<file path="config.mk">
export PLATFORM = sky130hd
export DESIGN_NAME = pipeline_control
export DESIGN_NICKNAME = d
export VERILOG_FILES = /design/src/rtl/cpu_types_pkg.sv /design/src/rtl/load_use_detect.sv /design/src/rtl/pipeline_control.sv
export SDC_FILE = /design/constraint.sdc
export NUM_CORES = 1
export LEC_CHECK = 0
export BUFFER_PORTS_ARGS = -buffer_cell sky130_fd_sc_hd__buf_2
export CORE_MARGIN = 8
export CORE_UTILIZATION = 45
export DETAILED_ROUTE_END_ITERATION = 8
export PLACE_DENSITY = 0.7
export SLEW_MARGIN = 20
export SYNTH_ARGS = -nofsm -noshare
export SYNTH_HDL_FRONTEND = slang
export SYNTH_HIERARCHICAL = 1
export SYNTH_SLANG_ARGS = --single-unit
</file>
<file path="constraint.sdc">
create_clock -name CLK -period 3 [get_ports CLK]
set_input_delay 0.3 -clock CLK [delete_from_list [all_inputs] [get_ports CLK]]
set_output_delay 0.3 -clock CLK [all_outputs]
set_load 0.02 [all_outputs]
</file>
<file path="src/rtl/cpu_types_pkg.sv">
// cpu_types_pkg: shared CPU types, including the pipeline sequencer FSM state.
package cpu_types_pkg;
  typedef enum logic [1:0] {RUN, DWAIT, HALTED} pctl_state_t;
endpackage

</file>
<file path="src/rtl/load_use_detect.sv">
// load_use_detect: flags an ID-stage read of a register that the EX-stage load has not produced yet.
module load_use_detect (
  input  logic       memren_ex,
  input  logic [4:0] rt_ex,
  input  logic [4:0] rs_id,
  input  logic [4:0] rt_id,
  output logic       lu
);
  assign lu = memren_ex & (rt_ex != 5'd0) & ((rt_ex == rs_id) | (rt_ex == rt_id));
endmodule

</file>
<file path="src/rtl/pipeline_control.sv">
// pipeline_control: stage enables/flushes, dmem wait/halt FSM and saturating stall/flush counters.
module pipeline_control
  import cpu_types_pkg::*;
#(
  parameter int CNT_W = 32
) (
  input  logic             CLK,
  input  logic             nRST,
  input  logic             ihit,
  input  logic             dhit,
  input  logic             dmemren_mem,
  input  logic             dmemwen_mem,
  input  logic             memren_ex,
  input  logic [4:0]       rt_ex,
  input  logic [4:0]       rs_id,
  input  logic [4:0]       rt_id,
  input  logic             jump_id,
  input  logic             branch_taken_mem,
  input  logic             halt_wb,
  output logic             pc_en,
  output logic             ifid_en,
  output logic             idex_en,
  output logic             exmem_en,
  output logic             memwb_en,
  output logic             flush_ifid,
  output logic             flush_idex,
  output logic             flush_exmem,
  output logic             halted,
  output logic [CNT_W-1:0] stall_cnt,
  output logic [CNT_W-1:0] flush_cnt
);
  localparam logic [CNT_W-1:0] CNT_MAX = '1;
  pctl_state_t state, next_state;
  logic memreq, mem_stall, advance, lu, run, any_flush;
  load_use_detect u_lu (
    .memren_ex(memren_ex),
    .rt_ex(rt_ex),
    .rs_id(rs_id),
    .rt_id(rt_id),
    .lu(lu)
  );
  assign memreq    = dmemren_mem | dmemwen_mem;
  assign mem_stall = memreq & ~dhit;
  assign advance   = ihit & ~mem_stall;
  assign run       = state != HALTED;
  always_ff @(posedge CLK or negedge nRST)
    if (!nRST) state <= RUN;
    else state <= next_state;
  always_comb begin
    next_state = state;
    case (state)
      RUN:     next_state = halt_wb ? HALTED : (mem_stall ? DWAIT : RUN);
      DWAIT:   next_state = dhit ? RUN : DWAIT;
      default: next_state = HALTED;
    endcase
  end
  // A taken branch overrides a load-use stall so the PC can take the redirect.
  always_comb begin
    memwb_en    = run & ~mem_stall;
    exmem_en    = run & advance;
    idex_en     = run & advance & ~lu;
    ifid_en     = run & advance & (~lu | branch_taken_mem);
    pc_en       = ifid_en;
    flush_exmem = run & ((~advance & memreq & dhit) | (advance & branch_taken_mem));
    flush_idex  = run & advance & (lu | branch_taken_mem);
    flush_ifid  = run & advance & (branch_taken_mem | (jump_id & ~lu));
    halted      = state == HALTED;
    any_flush   = flush_ifid | flush_idex | flush_exmem;
  end
  always_ff @(posedge CLK or negedge nRST)
    if (!nRST) begin
      stall_cnt <= '0;
      flush_cnt <= '0;
    end else begin
      if (run & ~advance & (stall_cnt != CNT_MAX)) stall_cnt <= stall_cnt + 1'b1;
      if (any_flush & (flush_cnt != CNT_MAX)) flush_cnt <= flush_cnt + 1'b1;
    end
endmodule
</file>
==> flow_metrics.tcl, run 1 <==
set metrics [dict create \
    status "completed" \
    period_needed_ns 2.40 \
    worstSetupPathType "flip-flop to flip-flop" \
    die_h_um 105 \
    syn_area_mm2 0.00353 \
    pwr-share-seq_pct 46.9 \
    critPathLaunchType "flip-flop" \
    die_w_um 105 \
    grt_start_max_net_pins 45 \
    whs_endpoint "state[0]" \
    ys_seq_elements 66 \
    hold_path.class "input port to flip-flop" \
    ys_seq_area_share_pct 46.8 \
    drt_iter0_drc 51 \
    p_int_w 0.00155 \
    rows 32 \
    synth_cell_types 46 \
    seq_area_mm2 0.00165 \
    gp_congestion 0.860 \
    slowest_stage "or4_4" \
    swShare_pct 24.1 \
    detail-route-antenna-nets 0 \
    cts_resized 0 \
    timing.rr.end "stall_cnt[1]" \
    r2r_slack_ns 0.60 \
    hold_ws_ns 0.144 \
    clock-sinks 66 \
    pwr-share-comb_pct 9.7 \
    initial_core_util_pct 46.2 \
    drv_slew 0 \
    drc 0 \
    grt_use_total_pct 16.7 \
    grt_pass1_vias 3187 \
    synth_edf_count 0 \
    fin_setup_tns_ns 0 \
    grt-ovfl-total 0 \
    synth_commonest_cells "dfrtp_1, xnor2_1, nand3_1" \
    worstPathRequired_ns 3.22 \
    setup_viol 0 \
    cts-root-buf "clkbuf_8" \
    io_buffers 97 \
    drive_gt1_share_pct 27.7 \
    yosysMostFrequentCell "dfrtp_1" \
    stdcell_area_mm2 0.00438 \
    cts_setup_buffers 0 \
    grt_pass1_wl_um 15400 \
    cpPeakStageDelay_ns 0.60 \
    clock_latency_ns 0.34 \
    finalHoldViolations 0 \
    n_antenna_cell 0 \
    final_core_util_pct 57.3 \
    cap_violations 0 \
    cts_tree "done" \
    synth_top_area_share_pct 46.8 \
    cp_max_fo 6 \
    dr_total_vias 3058 \
    worstMarginPinSlew_ns 0.574 \
    layout_setup_ws_ns 0.600 \
    min_period_over_period_pct 80.0 \
    postCtsHoldBufs 0 \
    routed_wl_um 8860 \
    power.density_mw_per_mm2 467 \
    wl_per_cell_um 15.7 \
    cts_buffers 9 \
    async_flop_share_pct 100 \
    slew-limit-headroom_pct 61.4 \
    p_clk_share_pct 43.4 \
    crit-reg2reg-launch "stall_cnt[18]" \
    yosys_most_used_dff "dfrtp_1" \
    fillers 699 \
    reg2reg_depth 5 \
    nets 484 \
    p_sw_w 0.000492 \
    ir_drop_mv 0.328 \
    synth_cells 351 \
    min_from "dhit" \
    crit_path_cell_trace "nand4_1 > or4_4 > or4_1 > nand2_1 > mux2_2" \
    multi_input_area_mm2 0.00177 \
    avgSynthCellArea_um2 10.1 \
    htreeDepth 3 \
    grt_antenna_before_repair 0 \
    leakage_nw 2.16 \
    synth_warnings 6 \
    hpwlAfterDp_um 6840 \
    place_area_mm2 0.00414 \
    syn_nets 378 \
    io_pins 98 \
    hold_depth 2 \
    cts.clk_slew.worst_paths_ns 0.07 \
    grt_setup_unrepaired "no" \
    end_kind "flip-flop" \
    vias_per_cell 5.42 \
    timing.critical_path.arrival_ns 2.62 \
    ctsLongestPathBuffers 2 \
    netlist_top_cells_area "dfrtp_1, xnor2_1, xor2_1" \
    skew_ns 0.00656 \
    area.growth.synth_to_final_pct 24.1 \
    fmax_mhz 417 \
    first_pass_iters 4 \
    synth_top_cell_by_area "dfrtp_1" \
    fp.dieArea_mm2 0.0109 \
    preCtsSetupSlack_ns 0.327 \
    coreArea_mm2 0.00765 \
]
==> state kept, by name (all words and copies together), names as in the netlist <==
register   flops
flush_cnt     32
stall_cnt     32
state          2
==> power by group through the flow <==
stage	sequential [W]	combinational (W)	clock, W
2_1_floorplan	0.00101	0.0000698	0
3_5_place_dp	0.000977	0.000200	0
3_3_place_gp	0.000975	0.000194	0
5_1_grt	0.000966	0.000222	0.000939
6_report	0.000959	0.000198	0.000888
4_1_cts	0.000959	0.000202	0.000900
==> worst max-delay path: cells and delay by family (launching register included) <==
| kind | cells | cell delay [ns] |
|---|---|---|
| AND/OR/NAND/NOR | 4 | 1.50 |
| flip-flops | 1 | 0.44 |
| multiplexers | 1 | 0.34 |
==> cells by family (layout without fill, tap and decap cells) <==
kind of cell,count (synthesis),in the layout,share of synthesized area (%)
adders and majority gates,2,2,0.708
AOI/OAI and AO/OA,34,34,6.69
buffers and inverters,22,133,3.12
xor gates and xnor gates,63,63,15.6
muxes,5,5,1.52
and+or+nand+nor,159,159,25.6
DFF,66,66,46.8
==> per-layer routing <==
layer	global-route usage (%)	routed length, µm	up-vias
met1	19.8	3720	1493
met3	4.42	509	13
met2	28.6	4500	78
met4	6.12	133	0
met5	0	0	-
li1	-	-	1474
==> cell usage in the layout (no fill, tap or decap), drive strengths merged, types with 16 or more instances in the layout <==
master and count:
xnor2 35, nand4 19, nor2 16, nand2 26
nand3 32, dfrtp 66, buf 105, xor2 28
nor3 22
==> per-stage QoR <==
step	cells	power, W
after global routing	564	0.00213
after global placement	547	0.00117
final	564	0.00204
after floorplan	351	0.00108
after CTS	563	0.00206
after detailed placement	547	0.00118
==> final cells by class <==
type	count	share of cell area [%]
clock inverter	5	2.34
multi-input combinational	263	40.4
sequential	66	37.7
inverter	11	0.942
timing repair buffer	106	12.7
tap	102	2.91
clock buffer	11	3.00
==> how the worst max path moves through the flow <==
stage,from,cells past startpoint,end
6_report,stall_cnt[18],5,stall_cnt[1]
5_1_grt,rt_ex[3],10,flush_cnt[31]
4_1_cts,stall_cnt[18],5,stall_cnt[1]
3_5_place_dp,rt_ex[3],10,flush_cnt[31]
3_3_place_gp,rt_ex[0],10,flush_cnt[19]
2_1_floorplan,rt_ex[1],7,flush_cnt[1]
(Power assumes the default switching activity.)
==> inputs of run 2 (changes only) <==
==> constraint.sdc (replaced) <==
create_clock -name CLK -period 2.5 [get_ports CLK]
set_input_delay 0.25 -clock CLK [delete_from_list [all_inputs] [get_ports CLK]]
set_output_delay 0.25 -clock CLK [all_outputs]
set_load 0.02 [all_outputs]
==> flow_metrics.tcl, run 2 (synthesis gave the netlist of run 1 again) <==
set metrics [dict create \
    status "completed" \
    die_w_um 105 \
    grt_antenna_before_repair 0 \
    fmax_mhz 436 \
    dp.cells 552 \
    drt_iter0_drc 98 \
    clock_latency_ns 0.34 \
    wl_per_cell_um 16.0 \
    grt_start_max_net_pins 39 \
    drc 0 \
    grt-ovfl-total 0 \
    critPathLaunchType "flip-flop" \
    area.growth.synth_to_final_pct 24.9 \
    finalHoldViolations 0 \
    cts_tree "done" \
    dr_total_vias 3085 \
    cp_max_fo 6 \
    grt_setup_unrepaired "no" \
    vias_per_cell 5.41 \
    hpwlAfterDp_um 6860 \
    routed_wl_um 9120 \
    preCtsSetupSlack_ns -0.190 \
    htreeDepth 3 \
    leakage_nw 2.19 \
    reg_top3 "flush_cnt: 32 flops, stall_cnt: 32 flops, state: 2 flops" \
    stdcell_area_mm2 0.00441 \
    mostFrequentLayoutCells "buf_2, dfrtp_1, xnor2_1" \
    drv_slew 0 \
    fin_total_pwr_w 0.00239 \
    io_pins 98 \
    crit_path_cell_trace "nand4_1 > or4_4 > or4_1 > nand2_1 > mux2_2" \
    cts_buffers 9 \
    cap_violations 0 \
    fin_setup_tns_ns 0 \
    grt_pass1_wl_um 15300 \
    cts.clk_slew.worst_paths_ns 0.07 \
    n_antenna_cell 0 \
    grt_use_total_pct 16.7 \
    clock-sinks 66 \
    coreArea_mm2 0.00765 \
    worstMarginPinSlew_ns 0.855 \
    drive_gt1_share_pct 29.3 \
    io_buffers 97 \
    detail-route-antenna-nets 0 \
    layout_setup_ws_ns 0.206 \
    postCtsHoldBufs 0 \
    end_kind "flip-flop" \
    period_needed_ns 2.29 \
    setup_viol 0 \
    fp.dieArea_mm2 0.0109 \
    place_area_mm2 0.00417 \
    cts-root-buf "clkbuf_8" \
    initial_core_util_pct 46.2 \
    gp_congestion 0.840 \
    final_common_cell "buf_2" \
    nets 490 \
    ir_drop_mv 0.393 \
    final_cells 570 \
    rows 32 \
    grt_pass1_vias 3174 \
    cpPeakStageDelay_ns 0.60 \
    slew-limit-headroom_pct 43.0 \
    worstSetupPathType "flip-flop to flip-flop" \
    first_pass_iters 5 \
    power.density_mw_per_mm2 542 \
    skew_ns 0.00801 \
    hold_path.class "input port to async pin" \
    worstPathRequired_ns 2.73 \
    min_period_over_period_pct 91.8 \
    die_h_um 105 \
    timing.critical_path.arrival_ns 2.53 \
    ctsLongestPathBuffers 2 \
    slowest_stage "or4_4" \
]
## run 2: changes by cell type in the layout (fill, tap and decap cells not counted), sizes merged
cell         before  now
dlygate4sd3       1    0
bufinv            3    2
buf             105  112
clkinv            1    2
## run 2: timing repair
action	in CTS	in global routing
endpoints found under the setup margin	0	4
gates resized for setup	0	1
setup buffers	0	2
## run 2: layout make-up
type                       count  area [µm²]
clock inverter                 5        77.6
timing repair buffer         112         598
tap                          102         128
clock buffer                  11         141
fill                         693        3240
multi-input combinational    263        1770
inverter                      11        41.3
sequential                    66        1650
## run 2: final timing paths
| check | start | end | slack (ns) | cells past startpoint |
|---|---|---|---|---|
| max in group asynchronous | nRST | stall_cnt[13] | 1.79 | 2 |
| max | stall_cnt[18] | stall_cnt[1] | 0.21 | 5 |
| max reg2reg | stall_cnt[18] | stall_cnt[1] | 0.21 | 5 |
| min reg2reg | state[1] | state[1] | 0.48 | 1 |
| min | nRST | flush_cnt[30] | 0.01 | 1 |
| min in group CLK | dhit | state[0] | 0.10 | 2 |
## run 2: worst max-delay path: cells and delay by family (launching register included)
| kind | cells | cell delay (ns) |
|---|---|---|
| flip-flops | 1 | 0.43 |
| multiplexers | 1 | 0.34 |
| AND/OR/NAND/NOR | 4 | 1.42 |
## run 2: power by group
part	total, W	switching [W]	internal, W
Clock	0.00100	0.000416	0.000586
Combinational	0.000239	0.000143	0.0000961
Sequential	0.00115	0.0000476	0.00110
Total	0.00239	0.000606	0.00179
## run 2: stage by stage
| stage | util (%) | hold WS [ns] |
|---|---|---|
| 4_1_cts | 57.4 | 0.0425 |
| 5_1_grt | 57.7 | 0.0798 |
| 2_1_floorplan | - | -0.0456 |
| 3_5_place_dp | 54.6 | 0.412 |
| 6_report | 57.7 | 0.0118 |
| 3_3_place_gp | 54.6 | 0.414 |
## run 2: layer usage
metal  vias up  GRT usage [%]  wire length [µm]
met5         -              0                 0
li1       1486              -                 -
met1      1503           19.4              3920
met2        79           29.0              4550
met3        17           4.12               476
met4         0           6.83               174
==> inputs of run 3 (changes only) <==
--- a/config.mk
+++ b/config.mk
@@ -6,7 +6,6 @@
 export NUM_CORES = 1
 export LEC_CHECK = 0
 export BUFFER_PORTS_ARGS = -buffer_cell sky130_fd_sc_hd__buf_2
-export CORE_MARGIN = 8
 export CORE_UTILIZATION = 45
 export DETAILED_ROUTE_END_ITERATION = 8
 export PLACE_DENSITY = 0.7
==> constraint.sdc (replaced) <==
create_clock -name CLK -period 2.56 [get_ports CLK]
set_input_delay 0.256 -clock CLK [delete_from_list [all_inputs] [get_ports CLK]]
set_output_delay 0.256 -clock CLK [all_outputs]
set_load 0.02 [all_outputs]
==> flow_metrics.tcl, run 3 (synthesis gave the netlist of run 1 again) <==
set metrics [dict create \
    grt_setup_unrepaired "no" \
    ir_drop_mv 0.327 \
    drc 0 \
    reg_top3 "flush_cnt: 32 flops, stall_cnt: 32 flops, state: 2 flops" \
    p_int_w 0.00180 \
    grt_pass1_wl_um 13800 \
    initial_core_util_pct 47.7 \
    final_core_util_pct 59.1 \
    io_buffers 97 \
    grt_use_total_pct 20.9 \
    pwr-share-comb_pct 9.6 \
    grt_start_max_net_pins 42 \
    finalHoldViolations 0 \
    hold_path.class "input port to async pin" \
    critPathLaunchType "flip-flop" \
    grt_antenna_before_repair 0 \
    p_sw_w 0.000577 \
    cts_resized 0 \
    htreeDepth 3 \
    ctsLongestPathBuffers 2 \
    worstPathRequired_ns 2.82 \
    swShare_pct 24.3 \
    drive_gt1_share_pct 28.4 \
    wl_per_cell_um 14.7 \
    final_common_cell "buf_2" \
    end_kind "flip-flop" \
    p_clk_share_pct 43.0 \
    hold_ws_ns 0.0474 \
    status "completed" \
    worstSetupPathType "flip-flop to flip-flop" \
    io_pins 98 \
    power.density_mw_per_mm2 542 \
    pwr-share-seq_pct 47.4 \
    die_w_um 90.6 \
    die_h_um 90.6 \
    n_antenna_cell 0 \
    rows 31 \
    clock-sinks 66 \
    cts-root-buf "clkbuf_8" \
    cap_violations 0 \
    hpwlAfterDp_um 6150 \
    area.growth.synth_to_final_pct 23.9 \
    skew_ns 0.0107 \
    postCtsHoldBufs 0 \
    mostFrequentLayoutCells "buf_2, dfrtp_1, xnor2_1" \
    worstMarginPinSlew_ns 0.919 \
    cts_setup_buffers 0 \
    routed_wl_um 8270 \
    leakage_nw 2.17 \
    timing.critical_path.arrival_ns 2.57 \
    grt-ovfl-total 0 \
    coreArea_mm2 0.00741 \
    setup_viol 0 \
    dr_total_vias 3097 \
    first_pass_iters 4 \
    gp_congestion 0.857 \
    cts.clk_slew.worst_paths_ns 0.07 \
    fp.dieArea_mm2 0.00821 \
    cts_buffers 9 \
    cp_max_fo 7 \
    cts_tree "done" \
    min_period_over_period_pct 90.3 \
    reg2reg_depth 6 \
    vias_per_cell 5.52 \
    drt_iter0_drc 121 \
    period_needed_ns 2.31 \
    grt_pass1_vias 2962 \
    fmax_mhz 433 \
    clock_latency_ns 0.34 \
    slew-limit-headroom_pct 38.7 \
    drv_slew 0 \
    detail-route-antenna-nets 0 \
    nets 484 \
    fin_total_pwr_w 0.00237 \
]
[run 3: cell types whose count changed in the layout (fill, tap and decap cells not counted)]
cell      previous run  this run
a21oi_1             10        11
a21oi_2              1         0
buf_4               15         9
clkbuf_1             1         0
clkbuf_8            10        12
clkinv_2             2         1
[run 3: area by class of cell]
| cell class | count | area [µm²] |
|---|---|---|
| fill | 661 | 3030 |
| multi-input combinational | 263 | 1770 |
| sequential | 66 | 1650 |
| timing repair buffer | 106 | 553 |
| clock buffer | 12 | 165 |
| tap | 99 | 124 |
| clock inverter | 4 | 72.6 |
| inverter | 11 | 41.3 |
[run 3: power by group through the flow]
stage / combinational, W / clock [W] / sequential [W]
2_1_floorplan: 0.0000818 / 0 / 0.00118
3_3_place_gp: 0.000224 / 0 / 0.00114
3_5_place_dp: 0.000230 / 0 / 0.00115
4_1_cts: 0.000231 / 0.00104 / 0.00113
5_1_grt: 0.000254 / 0.00109 / 0.00113
6_report: 0.000228 / 0.00102 / 0.00113
[run 3: final timing paths]
check / from / end / slack (ns)
max in group asynchronous: nRST / stall_cnt[6] / 1.75
min in group CLK: dhit / state[0] / 0.11
setup / recovery: stall_cnt[0] / stall_cnt[28] / 0.25
setup reg to reg: stall_cnt[0] / stall_cnt[28] / 0.25
hold / removal: nRST / flush_cnt[4] / 0.05
hold reg to reg: state[1] / state[1] / 0.48
[run 3: per-stage QoR]
step | cell area [µm²] | setup TNS, ns | setup slack, ns | std cells
final | 4380 | 0 | 0.249 | 561
after detailed placement | 4140 | -0.124 | -0.0481 | 545
after global routing | 4380 | 0 | 0.100 | 561
after CTS | 4380 | 0 | 0.257 | 561
after floorplan | 3530 | 0 | 0.215 | 351
after global placement | 4140 | 0 | 0.0170 | 545
[run 3: layer usage]
metal	wire length (µm)	track usage, %	share of wire (%)
met1	3650	26.6	44
met2	4030	35.1	49
met3	419	3.79	5.1
met4	166	8.33	2.0
met5	0	0	0
[run 3: worst max-delay path, cell delays in order, from the launching register on]
cell      delay, ns
dfrtp_1        0.41
ha_1           0.21
nand4_1        0.22
a211oi_1       0.44
nand4_1        0.39
nor3_1         0.37
xor2_1         0.19
